`src/rtl/coh_cache_ctrl.sv`:
```
`default_nettype none
// ============================================================================
// Module   : coh_cache_ctrl
// Brief    : Direct-mapped coherent cache controller in front of the directory.
//            Optional hit/miss counters are enabled by COH_CACHE_STATS_EN.
// Revision : 1.0 - initial release
// ============================================================================
module coh_cache_ctrl #(
    parameter int ADDR_W  = 4,
    parameter int INDEX_W = 2
) (
    input  logic              clk,
    input  logic              rst_n,
    input  logic [1:0]        proc_req,
    input  logic [ADDR_W-1:0] proc_addr,
    input  logic              proc_wdata,
    output logic              proc_rdata,
    output logic              proc_ack,
    output logic [1:0]        cache_req,
    output logic [ADDR_W-1:0] blk_add,
    output logic              back_data,
    input  logic              blk_ok,
    input  logic              blk_data,
    input  logic              write_back_req,
    input  logic [ADDR_W-1:0] wb_add,
    input  logic              inval,
    input  logic [ADDR_W-1:0] blocknum
`ifdef COH_CACHE_STATS_EN
    ,
    output logic [15:0]       hit_cnt,
    output logic [15:0]       miss_cnt
`endif
);
    localparam int c_NUM_LINES = 2**INDEX_W;
    localparam int c_TAG_W     = ADDR_W - INDEX_W;

    localparam logic [1:0] c_LS_INV   = 2'd0;
    localparam logic [1:0] c_LS_SHR   = 2'd1;
    localparam logic [1:0] c_LS_EXC   = 2'd2;
    localparam logic [1:0] c_REQ_IDLE = 2'b00;
    localparam logic [1:0] c_REQ_RD   = 2'b01;
    localparam logic [1:0] c_REQ_EXCL = 2'b10;
    localparam logic [1:0] c_REQ_OK   = 2'b11;
    localparam logic [1:0] c_PREQ_RD  = 2'b01;
    localparam logic [1:0] c_PREQ_WR  = 2'b10;

    typedef enum logic [2:0] {
        S_IDLE    = 3'd0,
        S_RD_MISS = 3'd1,
        S_WR_MISS = 3'd2,
        S_WB_RESP = 3'd3,
        S_ACK     = 3'd4
    } state_t;

    state_t                              r_state, w_nxt_state;
    state_t                              r_saved_state, w_nxt_saved_state;
    logic [1:0]                          r_cache_req, w_nxt_cache_req;
    logic [1:0]                          r_saved_req, w_nxt_saved_req;
    logic [ADDR_W-1:0]                   r_blk_add, w_nxt_blk_add;
    logic                                r_back_data, w_nxt_back_data;
    logic                                r_proc_rdata, w_nxt_proc_rdata;
    logic [c_NUM_LINES-1:0][1:0]         r_lst, w_nxt_lst;
    logic [c_NUM_LINES-1:0][c_TAG_W-1:0] r_tag, w_nxt_tag;
    logic [c_NUM_LINES-1:0]              r_data, w_nxt_data;
    logic                                w_fill;

    logic [INDEX_W-1:0] w_p_idx, w_wb_idx, w_inv_idx, w_fill_idx;
    logic [c_TAG_W-1:0] w_p_tag, w_wb_tag, w_inv_tag, w_fill_tag;
    logic               w_p_hit, w_p_excl, w_wb_hit, w_inv_hit;

    assign w_p_idx    = proc_addr[INDEX_W-1:0];
    assign w_p_tag    = proc_addr[ADDR_W-1:INDEX_W];
    assign w_wb_idx   = wb_add[INDEX_W-1:0];
    assign w_wb_tag   = wb_add[ADDR_W-1:INDEX_W];
    assign w_inv_idx  = blocknum[INDEX_W-1:0];
    assign w_inv_tag  = blocknum[ADDR_W-1:INDEX_W];
    assign w_fill_idx = r_blk_add[INDEX_W-1:0];
    assign w_fill_tag = r_blk_add[ADDR_W-1:INDEX_W];

    assign w_p_hit   = (r_lst[w_p_idx] != c_LS_INV) && (r_tag[w_p_idx] == w_p_tag);
    assign w_p_excl  = (r_lst[w_p_idx] == c_LS_EXC) && (r_tag[w_p_idx] == w_p_tag);
    assign w_wb_hit  = (r_lst[w_wb_idx] != c_LS_INV) && (r_tag[w_wb_idx] == w_wb_tag);
    assign w_inv_hit = (r_lst[w_inv_idx] != c_LS_INV) && (r_tag[w_inv_idx] == w_inv_tag);

    always_ff @(posedge clk or negedge rst_n) begin
        if (!rst_n) begin
            r_state       <= S_IDLE;
            r_saved_state <= S_IDLE;
            r_cache_req   <= c_REQ_IDLE;
            r_saved_req   <= c_REQ_IDLE;
            r_blk_add     <= '0;
            r_back_data   <= 1'b0;
            r_proc_rdata  <= 1'b0;
            r_lst         <= '0;
            r_tag         <= '0;
            r_data        <= '0;
        end else begin
            r_state       <= w_nxt_state;
            r_saved_state <= w_nxt_saved_state;
            r_cache_req   <= w_nxt_cache_req;
            r_saved_req   <= w_nxt_saved_req;
            r_blk_add     <= w_nxt_blk_add;
            r_back_data   <= w_nxt_back_data;
            r_proc_rdata  <= w_nxt_proc_rdata;
            r_lst         <= w_nxt_lst;
            r_tag         <= w_nxt_tag;
            r_data        <= w_nxt_data;
        end
    end

    always_comb begin
        w_nxt_state       = r_state;
        w_nxt_saved_state = r_saved_state;
        w_nxt_cache_req   = r_cache_req;
        w_nxt_saved_req   = r_saved_req;
        w_nxt_blk_add     = r_blk_add;
        w_nxt_back_data   = r_back_data;
        w_nxt_proc_rdata  = r_proc_rdata;
        w_nxt_lst         = r_lst;
        w_nxt_tag         = r_tag;
        w_nxt_data        = r_data;
        w_fill            = 1'b0;

        if (write_back_req && (r_state != S_WB_RESP)) begin
            // The ACK pulse is already out when a snoop lands on it, so resume in IDLE.
            w_nxt_saved_state = (r_state == S_ACK) ? S_IDLE : r_state;
            w_nxt_saved_req   = r_cache_req;
            w_nxt_cache_req   = c_REQ_OK;
            w_nxt_back_data   = w_wb_hit ? r_data[w_wb_idx] : 1'b0;
            if (w_wb_hit && (r_lst[w_wb_idx] == c_LS_EXC))
                w_nxt_lst[w_wb_idx] = c_LS_SHR;
            w_nxt_state = S_WB_RESP;
        end else begin
            case (r_state)
                S_IDLE: begin
                    if (proc_req == c_PREQ_RD) begin
                        if (w_p_hit) begin
                            w_nxt_proc_rdata = r_data[w_p_idx];
                            w_nxt_state      = S_ACK;
                        end else begin
                            w_nxt_cache_req = c_REQ_RD;
                            w_nxt_blk_add   = proc_addr;
                            w_nxt_state     = S_RD_MISS;
                        end
                    end else if (proc_req == c_PREQ_WR) begin
                        if (w_p_excl) begin
                            w_nxt_data[w_p_idx] = proc_wdata;
                            w_nxt_state         = S_ACK;
                        end else begin
                            w_nxt_cache_req = c_REQ_EXCL;
                            w_nxt_blk_add   = proc_addr;
                            w_nxt_state     = S_WR_MISS;
                        end
                    end
                end
                S_RD_MISS: begin
                    if (blk_ok) begin
                        // A read fill costs this cache every write ownership it held.
                        for (int i = 0; i < c_NUM_LINES; i++) begin
                            if (r_lst[i] == c_LS_EXC)
                                w_nxt_lst[i] = c_LS_SHR;
                        end
                        w_fill                 = 1'b1;
                        w_nxt_lst[w_fill_idx]  = c_LS_SHR;
                        w_nxt_tag[w_fill_idx]  = w_fill_tag;
                        w_nxt_data[w_fill_idx] = blk_data;
                        w_nxt_proc_rdata       = blk_data;
                        w_nxt_cache_req        = c_REQ_IDLE;
                        w_nxt_state            = S_ACK;
                    end
                end
                S_WR_MISS: begin
                    if (blk_ok) begin
                        w_fill                 = 1'b1;
                        w_nxt_lst[w_fill_idx]  = c_LS_EXC;
                        w_nxt_tag[w_fill_idx]  = w_fill_tag;
                        w_nxt_data[w_fill_idx] = proc_wdata;
                        w_nxt_cache_req        = c_REQ_IDLE;
                        w_nxt_state            = S_ACK;
                    end
                end
                S_WB_RESP: begin
                    w_nxt_state     = r_saved_state;
                    w_nxt_cache_req = r_saved_req;
                end
                S_ACK:   w_nxt_state = S_IDLE;
                default: w_nxt_state = S_IDLE;
            endcase
        end

        if (inval && w_inv_hit && !(w_fill && (w_inv_idx == w_fill_idx)))
            w_nxt_lst[w_inv_idx] = c_LS_INV;
    end

    assign proc_ack   = (r_state == S_ACK);
    assign proc_rdata = r_proc_rdata;
    assign cache_req  = r_cache_req;
    assign blk_add    = r_blk_add;
    assign back_data  = r_back_data;

`ifdef COH_CACHE_STATS_EN
    logic [15:0] r_hit_cnt, r_miss_cnt;
    logic        w_hit_evt, w_miss_evt;

    assign w_hit_evt  = (r_state == S_IDLE) && (w_nxt_state == S_ACK);
    assign w_miss_evt = (r_state == S_IDLE) &&
                        ((w_nxt_state == S_RD_MISS) || (w_nxt_state == S_WR_MISS));

    always_ff @(posedge clk or negedge rst_n) begin
        if (!rst_n) begin
            r_hit_cnt  <= '0;
            r_miss_cnt <= '0;
        end else begin
            if (w_hit_evt && (r_hit_cnt != 16'hFFFF))
                r_hit_cnt <= r_hit_cnt + 16'd1;
            if (w_miss_evt && (r_miss_cnt != 16'hFFFF))
                r_miss_cnt <= r_miss_cnt + 16'd1;
        end
    end

    assign hit_cnt  = r_hit_cnt;
    assign miss_cnt = r_miss_cnt;
`endif

endmodule
`default_nettype wire

```
`config.mk`:
```
export PLATFORM = sky130hd
export DESIGN_NAME = coh_cache_ctrl
export DESIGN_NICKNAME = d
export VERILOG_FILES = /design/src/rtl/coh_cache_ctrl.sv
export SDC_FILE = /design/constraint.sdc
export NUM_CORES = 1
export LEC_CHECK = 0
export CAP_MARGIN = 5
export CORE_MARGIN = 5
export CORE_UTILIZATION = 55
export CTS_BUF_LIST = sky130_fd_sc_hd__clkbuf_4
export CTS_CLUSTER_DIAMETER = 60
export DETAILED_ROUTE_END_ITERATION = 10
export PLACE_DENSITY = 0.85
export SLEW_MARGIN = 25
export SYNTH_ARGS = -nofsm -noshare
export SYNTH_HDL_FRONTEND = slang
export SYNTH_SLANG_ARGS = --single-unit
```
`constraint.sdc`:
```
create_clock -name clk -period 2.6 [get_ports clk]
set_input_delay 0.26 -clock clk [delete_from_list [all_inputs] [get_ports clk]]
set_output_delay 0.26 -clock clk [all_outputs]
set_load 0.02 [all_outputs]
```
==> flow_metrics.tcl <==
set metrics [dict create \
    syn-num-nets 300 \
    grt_pass1_vias 2330 \
    synth_seq_cells 36 \
    reg2reg_to "r_data[1]$_DFFE_PN0P_" \
    num_vias 2391 \
    p_leak_nw 1.33 \
    drc 0 \
    synth_fa_ha_area_frac 0.00943 \
    dpl.hpwl_mm 5.15 \
    antenna_cells 0 \
    rsz0062_at_grt "false" \
    synthMuxAreaShare 0.196 \
    antenna_left 0 \
    holdBufCountCts 0 \
    yosysWarnings 0 \
    ys.flop_type "dfrtp_1" \
    drive_above_1_share 0.196 \
    antenna_found_initial 0 \
    fin_setup_tns_ps 0 \
    place_congestion 0.920 \
    synthCells 277 \
    netlist_area_um2 2650 \
    timing.final.hold_violations 0 \
    dieArea_um2 6310 \
    required_ps 2900 \
    peakVddDrop_mv 0.598 \
    htree_levels 2 \
    track_usage 0.230 \
    synth_top_family_by_area "multiplexers" \
    fin_crit_ps 2300 \
    worst_slew_pin_slew_ps 587 \
    avgSynthCellArea_um2 9.58 \
    grt_start_max_net_pins 37 \
    io_buffers 29 \
    period_share 0.883 \
    ioPinCount 30 \
    skew_ps 6.88 \
    gr-total-overflow 0 \
    layout.nets 339 \
    synthSimpleGateAreaFrac 0.188 \
    slew_viol_final 0 \
    coreArea_um2 4690 \
    power.density_nw_per_um2 1110 \
    hp-class "input pin to asynchronous set/reset pin" \
    finalWirelength_mm 6.77 \
    root_buffer "clkbuf_4" \
    relSlewSlack 0.607 \
    die_h_um 79.5 \
    crit_path_start_kind "register" \
    cts_made_buffers 5 \
    rows 25 \
    maxCapViolCount 0 \
    synth_edf_count 0 \
    clkLatencyLatePin_ps 350 \
    fin_total_pwr_mw 3.52 \
    r2r_slack_ps 300 \
    start_util 0.566 \
    synth_compound_area_frac 0.178 \
    worstPathMaxFanout 14 \
    end_kind "register" \
    crit_slowest_cell "dfrtp_1" \
    die_w_um 79.5 \
    grt_pass1_wl_mm 11.4 \
    status "complete, no violations" \
    setup_viol 0 \
    area_delta_synth_final_pct 18.9 \
    post_drt_wl_per_cell_um 18.3 \
    synth_cell_type_count 57 \
    rr_worst_depth 6 \
    ys_seq_area_frac 0.339 \
    viasPerCell 6.44 \
    whs_ps 311 \
    cts.sinks 36 \
    synth_xor_area_frac 0.0391 \
    worstSetupPathType "register to register" \
    max_freq_mhz 435 \
    cts_tree "done" \
    drt-initial-drc-count 283 \
    clockBufferDepth 2 \
    postLayoutCoreUtil 0.673 \
    dr.pass1.iters 5 \
    cpPeakStageDelay_ps 640 \
    async_flop_share 1.00 \
    worstPathArrival_ps 2590 \
    clk_pin_slew_ps 110 \
    r2r_start "r_state[1]$_DFFE_PN0P_" \
    crit_chain "inv_1 > o211a_1 > a2111oi_1 > inv_1 > a21oi_1 > o211a_1" \
]
## sequential cells by signal, summed over array words and instances (netlist names)
name           count
blk_add            4
cache_req          2
r_saved_state      3
r_state            3
back_data          1
r_tag              8
r_saved_req        2
r_lst              8
r_data             4
proc_rdata         1
## kinds of logic after synthesis
| kind of cell | after synthesis |
|---|---|
| and+or+nand+nor | 92 |
| AOI/OAI and AO/OA | 72 |
| DFF | 36 |
| muxes | 35 |
| buffers and inverters | 29 |
| xor gates and xnor gates | 11 |
| adders and majority gates | 2 |
## how the worst max path moves through the flow
stage                           startpoint                endpoint  slack, ps
detailed placement            proc_addr[0]  blk_add[0]$_DFFE_PN0P_         -4
global route        r_state[1]$_DFFE_PN0P_   r_data[0]$_DFFE_PN0P_        110
floorplan                     proc_addr[1]  blk_add[2]$_DFFE_PN0P_        590
finish              r_state[1]$_DFFE_PN0P_   r_data[1]$_DFFE_PN0P_        300
global placement              proc_addr[0]  blk_add[3]$_DFFE_PN0P_         40
CTS                 r_state[0]$_DFFE_PN0P_   r_data[1]$_DFFE_PN0P_        260
## area by class of cell
cell class,instances,area [um2]
flip-flops and latches,36,901
multi-input cells,212,1620
clock buffers,5,37.5
well taps,54,67.6
clock inverters,3,42.5
inverters,12,45.0
fillers,361,1540
repair buffers,49,440
## power breakdown
| part | total (mW) | switching [mW] | internal (mW) | leakage (nW) |
|---|---|---|---|---|
| sequential | 1.22 | 0.392 | 0.825 | 0.434 |
| combinational | 1.90 | 0.950 | 0.949 | 0.853 |
| clock | 0.401 | 0.200 | 0.200 | 0.0412 |
| total | 3.52 | 1.54 | 1.97 | 1.33 |
## layer usage
metal | part of all wire | up-vias | wire (um) | global-route usage
met5 | 0 | - | 0 | 0
met2 | 0.50 | 127 | 3360 | 0.371
li1 | - | 1094 | - | -
met1 | 0.40 | 1153 | 2740 | 0.311
met3 | 0.081 | 17 | 546 | 0.0429
met4 | 0.019 | 0 | 127 | 0.0808
## through the flow
step	setup WS, ps	instances	cell area [um2]
finish	304	371	3160
global placement	35.1	363	3070
CTS	255	371	3150
global route	110	371	3160
detailed placement	-3.59	363	3070
floorplan	589	277	2650
## timing repair
action | 4_1_cts | 5_1_grt
endpoints found under the hold margin | 0 | 0
buffers inserted | 0 | 0
gates resized for setup | 0 | 1
setup endpoints to repair | 0 | 4
## placed cells by master (no fill, tap or decap), types with 3 or more instances in the layout
master           netlist  layout
xnor2_1                6       6
o21ai_0               14      14
nand2_1               27      27
nor2b_1                3       3
mux2_2                16      16
nand3b_1               5       5
mux2i_1                8       8
inv_1                 12      12
nor2_1                26      26
mux4_1                 3       3
clkbuf_4               0       5
xor2_1                 4       4
nor3b_1                4       4
clkdlybuf4s50_1        0      29
dfrtp_1               36      36
nand2b_1               3       3
nand3_1                9       9
o41ai_1                4       4
mux4_2                 8       8
o22ai_1                3       3
buf_4                  1      20
a21oi_1               24      24
## critical path: cells and delay by family (launching register included)
family | cells | cell delay [ps]
compound gates | 4 | 1220
buf+inv | 2 | 390
flops | 1 | 640
## cell usage after synthesis (2+ instances only)
cell type  number  area [um2]
ha_1            2        25.0
nor3b_1         4        30.0
nor2b_1         3        18.8
nand3b_1        5        37.5
a2bb2oi_1       2        17.5
mux4_2          8         180
xor2_1          4        35.0
nand3_1         9        45.0
nand2b_1        3        18.8
o22ai_1         3        18.8
inv_1          12        45.0
buf_6           2        22.5
mux4_1          3        78.8
mux2_2         16         180
nor4b_4         2        47.6
a21o_1          2        15.0
clkbuf_1        9        33.8
nand2_1        27         101
o21ai_0        14        70.1
o211a_1         2        20.0
nor4_1          2        12.5
nor2_1         26        97.6
buf_2           3        15.0
nor3_1          2        10.0
o211ai_1        2        15.0
o41ai_1         4        35.0
a211oi_1        2        15.0
a32oi_1         2        17.5
mux2i_1         8        80.1
a21boi_1        2        15.0
dfrtp_1        36         901
a211o_1         2        17.5
xnor2_1         6        52.6
nor3_2          2        20.0
a21oi_1        24         120
Power figures use the tool's default switching activity.
